--- src/rtl/preload_sequencer_pkg.sv ---
// Shared definitions for the preload sequencer: default geometry, FSM states
// and the {row,col} address packing used on the preload port.
package preload_sequencer_pkg;

    localparam int DW_DEF        = 8;
    localparam int ROWS_DEF      = 2;
    localparam int COLS_DEF      = 4;
    localparam int ROW_W_DEF     = 1;
    localparam int COL_W_DEF     = 2;
    localparam int TIMEOUT_W_DEF = 8;
    localparam int NUM_ELEMS     = ROWS_DEF * COLS_DEF;
    localparam int ADDR_W_DEF    = ROW_W_DEF + COL_W_DEF;

    typedef enum logic [2:0] {
        ST_IDLE,
        ST_LOAD,
        ST_FIRE,
        ST_WAIT,
        ST_HOLD
    } state_t;

    // Row occupies the MSBs so addresses walk row-major as a flat index.
    function automatic logic [ADDR_W_DEF-1:0] pack_addr(input logic [ROW_W_DEF-1:0] row,
                                                        input logic [COL_W_DEF-1:0] col);
        return {row, col};
    endfunction

endpackage

--- src/rtl/preload_sequencer_if.sv ---
// Bundle of the weight stream, preload port, controller handshake and result
// stream; master is the sequencer side.
interface preload_sequencer_if #(
    parameter int DW    = 8,
    parameter int ROWS  = 2,
    parameter int ROW_W = 1,
    parameter int COL_W = 2
);
    logic                      w_valid;
    logic                      w_ready;
    logic [DW-1:0]             w_data;
    logic                      preload_valid;
    logic [ROW_W+COL_W-1:0]    preload_addr;
    logic [DW-1:0]             preload_data;
    logic                      start;
    logic                      done;
    logic [ROWS*2*DW-1:0]      result_flat;
    logic                      res_valid;
    logic                      res_ready;
    logic [ROWS*2*DW-1:0]      res_data;

    modport master (
        input  w_valid, w_data, done, result_flat, res_ready,
        output w_ready, preload_valid, preload_addr, preload_data, start, res_valid, res_data
    );

    modport slave (
        output w_valid, w_data, done, result_flat, res_ready,
        input  w_ready, preload_valid, preload_addr, preload_data, start, res_valid, res_data
    );

endinterface

--- src/rtl/preload_addr_gen.sv ---
// Row/column element counter for the preload stream, with wrap and a flag
// marking the final element of the matrix.
module preload_addr_gen
    import preload_sequencer_pkg::*;
#(
    parameter int ROWS  = ROWS_DEF,
    parameter int COLS  = COLS_DEF,
    parameter int ROW_W = ROW_W_DEF,
    parameter int COL_W = COL_W_DEF
) (
    input  logic                   clk,
    input  logic                   rst_n,
    input  logic                   clear,
    input  logic                   advance,
    output logic [ROW_W+COL_W-1:0] addr,
    output logic                   last
);

    localparam logic [ROW_W-1:0] LAST_ROW = ROW_W'(ROWS - 1);
    localparam logic [COL_W-1:0] LAST_COL = COL_W'(COLS - 1);

    logic [ROW_W-1:0] row_q, row_d;
    logic [COL_W-1:0] col_q, col_d;
    logic             col_last;

    assign col_last = (col_q == LAST_COL);
    assign last     = col_last && (row_q == LAST_ROW);
    assign addr     = pack_addr(row_q, col_q);

    always_comb begin
        row_d = row_q;
        col_d = col_q;
        if (clear) begin
            row_d = '0;
            col_d = '0;
        end else if (advance) begin
            if (col_last) begin
                col_d = '0;
                row_d = last ? '0 : row_q + ROW_W'(1);
            end else begin
                col_d = col_q + COL_W'(1);
            end
        end
    end

    always_ff @(posedge clk or negedge rst_n) begin
        if (!rst_n) begin
            row_q <= '0;
            col_q <= '0;
        end else begin
            row_q <= row_d;
            col_q <= col_d;
        end
    end

endmodule

--- src/rtl/preload_sequencer.sv ---
// Streams a weight matrix into the mesh preload port, kicks the controller,
// then captures the array result behind a done-wait watchdog.
module preload_sequencer
    import preload_sequencer_pkg::*;
#(
    parameter int DW        = DW_DEF,
    parameter int ROWS      = ROWS_DEF,
    parameter int COLS      = COLS_DEF,
    parameter int ROW_W     = ROW_W_DEF,
    parameter int COL_W     = COL_W_DEF,
    parameter int TIMEOUT_W = TIMEOUT_W_DEF
) (
    input  logic clk,
    input  logic rst_n,
    input  logic go,
    output logic busy,
    output logic timeout_err,
    preload_sequencer_if.master bus
);

    localparam int ADDR_W = ROW_W + COL_W;
    localparam int RES_W  = ROWS * 2 * DW;

    state_t state_q, state_d;

    logic              w_ready, start, go_accept, accept, last, wd_expire;
    logic [ADDR_W-1:0] cur_addr;
    logic [TIMEOUT_W-1:0] wd_inc;

    logic                 preload_valid_q, preload_valid_d;
    logic [ADDR_W-1:0]    preload_addr_q,  preload_addr_d;
    logic [DW-1:0]        preload_data_q,  preload_data_d;
    logic [TIMEOUT_W-1:0] wd_q,            wd_d;
    logic                 timeout_err_q,   timeout_err_d;
    logic                 res_valid_q,     res_valid_d;
    logic [RES_W-1:0]     res_data_q,      res_data_d;

    preload_addr_gen #(
        .ROWS  (ROWS),
        .COLS  (COLS),
        .ROW_W (ROW_W),
        .COL_W (COL_W)
    ) u_addr_gen (
        .clk     (clk),
        .rst_n   (rst_n),
        .clear   (go_accept),
        .advance (accept),
        .addr    (cur_addr),
        .last    (last)
    );

    always_ff @(posedge clk or negedge rst_n) begin
        if (!rst_n) state_q <= ST_IDLE;
        else        state_q <= state_d;
    end

    always_comb begin
        state_d = state_q;
        case (state_q)
            ST_IDLE: if (go)                 state_d = ST_LOAD;
            ST_LOAD: if (accept && last)     state_d = ST_FIRE;
            ST_FIRE:                         state_d = ST_WAIT;
            ST_WAIT: if (bus.done)           state_d = ST_HOLD;
                     else if (wd_expire)     state_d = ST_IDLE;
            ST_HOLD: if (bus.res_ready)      state_d = ST_IDLE;
            default:                         state_d = ST_IDLE;
        endcase
    end

    always_comb begin
        w_ready   = (state_q == ST_LOAD);
        start     = (state_q == ST_FIRE);
        busy      = (state_q != ST_IDLE);
        go_accept = (state_q == ST_IDLE) && go;
        accept    = w_ready && bus.w_valid;
        wd_inc    = wd_q + TIMEOUT_W'(1);
        wd_expire = (state_q == ST_WAIT) && !bus.done && (&wd_inc);
    end

    // Address/data keep their last value between beats; only the strobe drops.
    always_comb begin
        preload_valid_d = accept;
        preload_addr_d  = accept ? cur_addr   : preload_addr_q;
        preload_data_d  = accept ? bus.w_data : preload_data_q;

        wd_d = wd_q;
        if (state_q == ST_FIRE)                      wd_d = '0;
        else if (state_q == ST_WAIT && !bus.done)    wd_d = wd_inc;

        timeout_err_d = timeout_err_q;
        if (go_accept)      timeout_err_d = 1'b0;
        else if (wd_expire) timeout_err_d = 1'b1;

        res_valid_d = res_valid_q;
        res_data_d  = res_data_q;
        if (state_q == ST_WAIT && bus.done) begin
            res_valid_d = 1'b1;
            res_data_d  = bus.result_flat;
        end else if (state_q == ST_HOLD && bus.res_ready) begin
            res_valid_d = 1'b0;
        end
    end

    always_ff @(posedge clk or negedge rst_n) begin
        if (!rst_n) begin
            preload_valid_q <= 1'b0;
            preload_addr_q  <= '0;
            preload_data_q  <= '0;
            wd_q            <= '0;
            timeout_err_q   <= 1'b0;
            res_valid_q     <= 1'b0;
            res_data_q      <= '0;
        end else begin
            preload_valid_q <= preload_valid_d;
            preload_addr_q  <= preload_addr_d;
            preload_data_q  <= preload_data_d;
            wd_q            <= wd_d;
            timeout_err_q   <= timeout_err_d;
            res_valid_q     <= res_valid_d;
            res_data_q      <= res_data_d;
        end
    end

    assign bus.w_ready       = w_ready;
    assign bus.start         = start;
    assign bus.preload_valid = preload_valid_q;
    assign bus.preload_addr  = preload_addr_q;
    assign bus.preload_data  = preload_data_q;
    assign bus.res_valid     = res_valid_q;
    assign bus.res_data      = res_data_q;
    assign timeout_err       = timeout_err_q;

endmodule

--- src/flat_wrapper.sv ---
// flat-port wrapper written by rule: the top's interface ports become plain ports
module preload_sequencer_flat import preload_sequencer_pkg::*;
#(
    parameter int DW        = DW_DEF,
    parameter int ROWS      = ROWS_DEF,
    parameter int COLS      = COLS_DEF,
    parameter int ROW_W     = ROW_W_DEF,
    parameter int COL_W     = COL_W_DEF,
    parameter int TIMEOUT_W = TIMEOUT_W_DEF
)
  (clk, rst_n, go, busy, timeout_err, bus_w_valid, bus_w_data, bus_done, bus_result_flat, bus_res_ready, bus_w_ready, bus_preload_valid, bus_preload_addr, bus_preload_data, bus_start, bus_res_valid, bus_res_data);
  preload_sequencer_if #(.DW(DW), .ROWS(ROWS), .ROW_W(ROW_W), .COL_W(COL_W)) bus_i ();
  input  logic clk;
  input  logic rst_n;
  input  logic go;
  output logic busy;
  output logic timeout_err;
  input wire logic [$bits(bus_i.w_valid)-1:0] bus_w_valid;
  input wire logic [$bits(bus_i.w_data)-1:0] bus_w_data;
  input wire logic [$bits(bus_i.done)-1:0] bus_done;
  input wire logic [$bits(bus_i.result_flat)-1:0] bus_result_flat;
  input wire logic [$bits(bus_i.res_ready)-1:0] bus_res_ready;
  output wire logic [$bits(bus_i.w_ready)-1:0] bus_w_ready;
  output wire logic [$bits(bus_i.preload_valid)-1:0] bus_preload_valid;
  output wire logic [$bits(bus_i.preload_addr)-1:0] bus_preload_addr;
  output wire logic [$bits(bus_i.preload_data)-1:0] bus_preload_data;
  output wire logic [$bits(bus_i.start)-1:0] bus_start;
  output wire logic [$bits(bus_i.res_valid)-1:0] bus_res_valid;
  output wire logic [$bits(bus_i.res_data)-1:0] bus_res_data;
  assign bus_i.w_valid = bus_w_valid;
  assign bus_i.w_data = bus_w_data;
  assign bus_i.done = bus_done;
  assign bus_i.result_flat = bus_result_flat;
  assign bus_i.res_ready = bus_res_ready;
  assign bus_w_ready = bus_i.w_ready;
  assign bus_preload_valid = bus_i.preload_valid;
  assign bus_preload_addr = bus_i.preload_addr;
  assign bus_preload_data = bus_i.preload_data;
  assign bus_start = bus_i.start;
  assign bus_res_valid = bus_i.res_valid;
  assign bus_res_data = bus_i.res_data;
  preload_sequencer #(.DW(DW), .ROWS(ROWS), .COLS(COLS), .ROW_W(ROW_W), .COL_W(COL_W), .TIMEOUT_W(TIMEOUT_W)) u_core (.clk(clk), .rst_n(rst_n), .go(go), .busy(busy), .timeout_err(timeout_err), .bus(bus_i));
endmodule
--- config.mk ---
export PLATFORM = sky130hd
export DESIGN_NAME = preload_sequencer_flat
export DESIGN_NICKNAME = d
export VERILOG_FILES = /design/src/rtl/preload_sequencer_pkg.sv /design/src/rtl/preload_sequencer_if.sv /design/src/rtl/preload_addr_gen.sv /design/src/rtl/preload_sequencer.sv /design/src/flat_wrapper.sv
export SDC_FILE = /design/constraint.sdc
export NUM_CORES = 1
export LEC_CHECK = 0
export ABC_CLOCK_PERIOD_IN_PS = 3700
export CAP_MARGIN = 40
export CORE_UTILIZATION = 40
export CTS_CLUSTER_SIZE = 25
export DETAILED_ROUTE_END_ITERATION = 12
export GPL_TIMING_DRIVEN = 0
export PLACE_DENSITY = 0.73
export RECOVER_POWER = 50
export SLEW_MARGIN = 20
export SYNTH_ARGS = -nofsm -noshare
export SYNTH_HDL_FRONTEND = slang
export SYNTH_SLANG_ARGS = --single-unit
--- constraint.sdc ---
create_clock -name clk -period 3.7 [get_ports clk]
set_clock_uncertainty 0.2 [all_clocks]
set_input_delay 0.74 -clock clk [delete_from_list [all_inputs] [get_ports clk]]
set_output_delay 0.74 -clock clk [all_outputs]
set_load 0.05 [all_outputs]
==> run_results.csv <==
group,metric,value,unit
clock_tree,cts_buffers,9,
placement,dp_hpwl,4.220,mm
logic_synthesis,yosysTopAreaCell,"dfrtp_1",
worst_setup_path,regToRegEndpoint,"u_core.bus.res_data[15]$_DFFE_PN0P_",
grt,grt_max_degree,47,
layout,area_delta_synth_final,44.25,%
run_status,outcome,"finished, final reports clean",
placement,gp_congestion,0.7978,
clock_tree,cts.htree.levels,3,
timing,slew_violations,0,
timing,relSlewSlack,0.2356,
die,core_area,0.006386,mm^2
detailed_routing,vias_per_cell,4.912,
die,ios,95,
timing,rsz0062_at_grt,"no",
clock_tree,cts_tree,"yes",
die,die_y,83.47,um
logic_synthesis,synth_area,0.002655,mm^2
grt,antenna_found_initial,0,
layout,seq_area,0.001501,mm^2
logic_synthesis,synth_fp_nets,246,
clock_tree,clkSinkCount,60,
layout,multiInputGateArea,0.001012,mm^2
logic_synthesis,synth-async-reset-ratio,1.000,
worst_hold_path,worstHoldPathType,"input port to asynchronous set/reset pin",
clock_tree,ctsHoldBuffers,0,
pwr,finalPower,3533,uW
worst_setup_path,path_class,"flip-flop to output pin",
layout,final_util,0.5997,
timing,period_share,0.8103,
placement,postPlaceCellArea,0.003717,mm^2
logic_synthesis,synth_top_area_frac,0.5655,
logic_synthesis,synth_ff_type,"dfrtp_1",
logic_synthesis,synth.distinct_cells,42,
clock_tree,clkTransAtPathRegs,0.07,ns
grt,grt-ovfl-total,0,
detailed_routing,drt_iter0_drc,53,
worst_setup_path,cp-start-kind,"flip-flop",
detailed_routing,vias,1891,
worst_setup_path,slowest_stage,"clkdlybuf4s50_1",
worst_setup_path,worstSetupEndpointType,"output pin",
layout,antenna_cells,0,
worst_setup_path,regToRegSetupSlack,1.63,ns
detailed_routing,ant_nets,0,
timing,hold_viol,0,
logic_synthesis,synth-seq-cells,60,
clock_tree,insertion_delay,0.33,ns
clock_tree,root_buffer,"clkbuf_8",
die,row_count,29,
pwr,p_leak,0.001651,uW
placement,port_buffers,94,
logic_synthesis,yosys_warnings,0,
logic_synthesis,synth_edf_count,0,
logic_synthesis,syn_area_per_cell,13.48,um^2
detailed_routing,first_pass_iters,4,
grt,grt_pass1_vias,2009,
job,drv_cap,0,
worst_setup_path,rr_worst_depth,6,
placement,preCtsSetupSlack,1.023,ns
layout,nNetsFinal,352,
logic_synthesis,synth.top_cells.by_area,"dfrtp_1 (57%), mux2_2 (17%), buf_6 (2.1%), o21ai_0 (1.7%), clkbuf_8 (1.6%)",
detailed_routing,route.final.wire_length,5.778,mm
layout,fin_area,0.003830,mm^2
die,die_w,83.47,um
logic_synthesis,ys_seq_area_frac,0.5655,
die,initial_core_util,0.4158,
clock_tree,clock_path_buffers,2,
worst_setup_path,slowest_delay,0.88,ns
worst_setup_path,critPathRequiredTime,2.76,ns
timing,period_minus_slack,2.998,ns
pwr,p_per_area,922.5,mW/mm^2
worst_setup_path,crit_chain,"clkbuf_8 -> nor3b_2 -> clkdlybuf4s50_1",
timing,setup-tns-final,0,ns
detailed_routing,wl_per_cell,15.01,um
detailed_routing,drc_errors,0,
worst_setup_path,arrival,2.06,ns
timing,worstMarginPinSlew,1.147,ns
clock_tree,cts_resized,0,
timing,setup_viol,0,
grt,grt_pass1_wl,9.735,mm
pwr,ir_drop,0.0005634,V
layout,drive_above_1_share,0.2273,
die,die_area,0.006967,mm^2
worst_setup_path,crit_fanout,10,
grt,grt_use_total,0.1826,
timing,max_freq,0.3335,GHz
clock_tree,postCtsSetupBuffers,0,
logic_synthesis,netlist_instances,197,
timing,setup_ws,0.7018,ns
worst_setup_path,rr_startpoint,"u_core.state_q[1]$_DFFE_PN0P_",
layout,num-fill-cells,525,
kinds of logic (layout without fill, tap and decap cells):
kind of cell,after synthesis,in the layout,synth area share
adders and majority gates,3,3,0.01414
DFF,60,60,0.5655
AOI/OAI and AO/OA,24,24,0.05797
muxes,46,46,0.1942
xor gates and xnor gates,4,4,0.01319
and+or+nand+nor,44,44,0.1065
buffers and inverters,16,127,0.04853
routing by layer:
layer | part of all wire | track usage
met3 | 0.053 | 0.06429
met1 | 0.41 | 0.2187
met4 | 0.021 | 0.08783
met5 | 0 | 0
met2 | 0.51 | 0.2943
how the worst max path moves through the flow:
| stage | slack (ns) | start | depth (start not counted) | endpoint |
|---|---|---|---|---|
| 2_1_floorplan | 1.14 | u_core.state_q[0]$_DFFE_PN0P_ | 3 | bus_w_ready |
| 3_3_place_gp | -0.30 | rst_n | 1 | u_core.wd_q[3]$_DFFE_PN0P_ |
| 3_5_place_dp | 1.02 | u_core.state_q[0]$_DFFE_PN0P_ | 3 | bus_start |
| 4_1_cts | 0.64 | u_core.state_q[0]$_DFFE_PN0P_ | 3 | bus_start |
| 5_1_grt | 0.57 | u_core.state_q[2]$_DFFE_PN0P_ | 3 | bus_start |
| 6_report | 0.70 | u_core.state_q[2]$_DFFE_PN0P_ | 3 | bus_start |
worst max-delay path: cells and delay by family (launching register included):
| family | cells | cell delay [ns] |
|---|---|---|
| buffers and inverters | 2 | 1.05 |
| flip-flops | 1 | 0.37 |
| AND/OR/NAND/NOR | 1 | 0.32 |
state kept, by name, summed over array words and instances (netlist names):
signal,flops
u_core.bus.res_data,32
u_core.bus.preload_data,8
u_core.wd_q,8
u_core.bus.preload_addr,3
u_core.state_q,3
u_core.u_addr_gen.col_q,2
u_core.bus.preload_valid,1
u_core.bus.res_valid,1
u_core.timeout_err,1
u_core.u_addr_gen.row_q,1
through the flow:
stage,std cells,hold slack (ns)
2_1_floorplan,197,0.2444
3_3_place_gp,368,0.2732
3_5_place_dp,369,0.2888
4_1_cts,385,0.04546
5_1_grt,385,0.2996
6_report,385,0.2503
final cells by class:
type,instances,share of cell area
plain buffers,9,0.01829
multi-input cells,121,0.2643
well taps,77,0.02516
clock buffers,11,0.03430
flip-flops and latches,60,0.3920
repair buffers,95,0.2453
inverters,7,0.006861
clock inverters,5,0.01372
cells in the final DEF, fill, tap and decap left out, types with 4 or more instances in the layout:
master / instances
clkdlybuf4s50_1: 91
nand3_1: 6
dfrtp_1: 60
a21oi_1: 6
nand2_1: 9
nor2_1: 9
clkbuf_8: 11
mux2_2: 40
inv_1: 6
clkbuf_1: 7
mux2_1: 4
xor2_1: 4
o21ai_0: 9
synth_stat cells, drive strengths merged (2+ instances only):
| cell type | number |
|---|---|
| o41ai | 2 |
| nand2 | 9 |
| o21ai | 9 |
| inv | 7 |
| nor3 | 3 |
| a21oi | 6 |
| mux2i | 2 |
| buf | 6 |
| dfrtp | 60 |
| nor2 | 10 |
| nand4 | 3 |
| mux2 | 44 |
| nand3 | 6 |
| ha | 3 |
| clkbuf | 3 |
| xor2 | 4 |
where the power goes:
group | leakage [uW] | switching [uW] | internal, uW
clock network | 0.0000931 | 250 | 308
logic | 0.000803 | 1190 | 719
registers | 0.000755 | 147 | 922
Note: power is estimated with default switching activity, not from simulation.
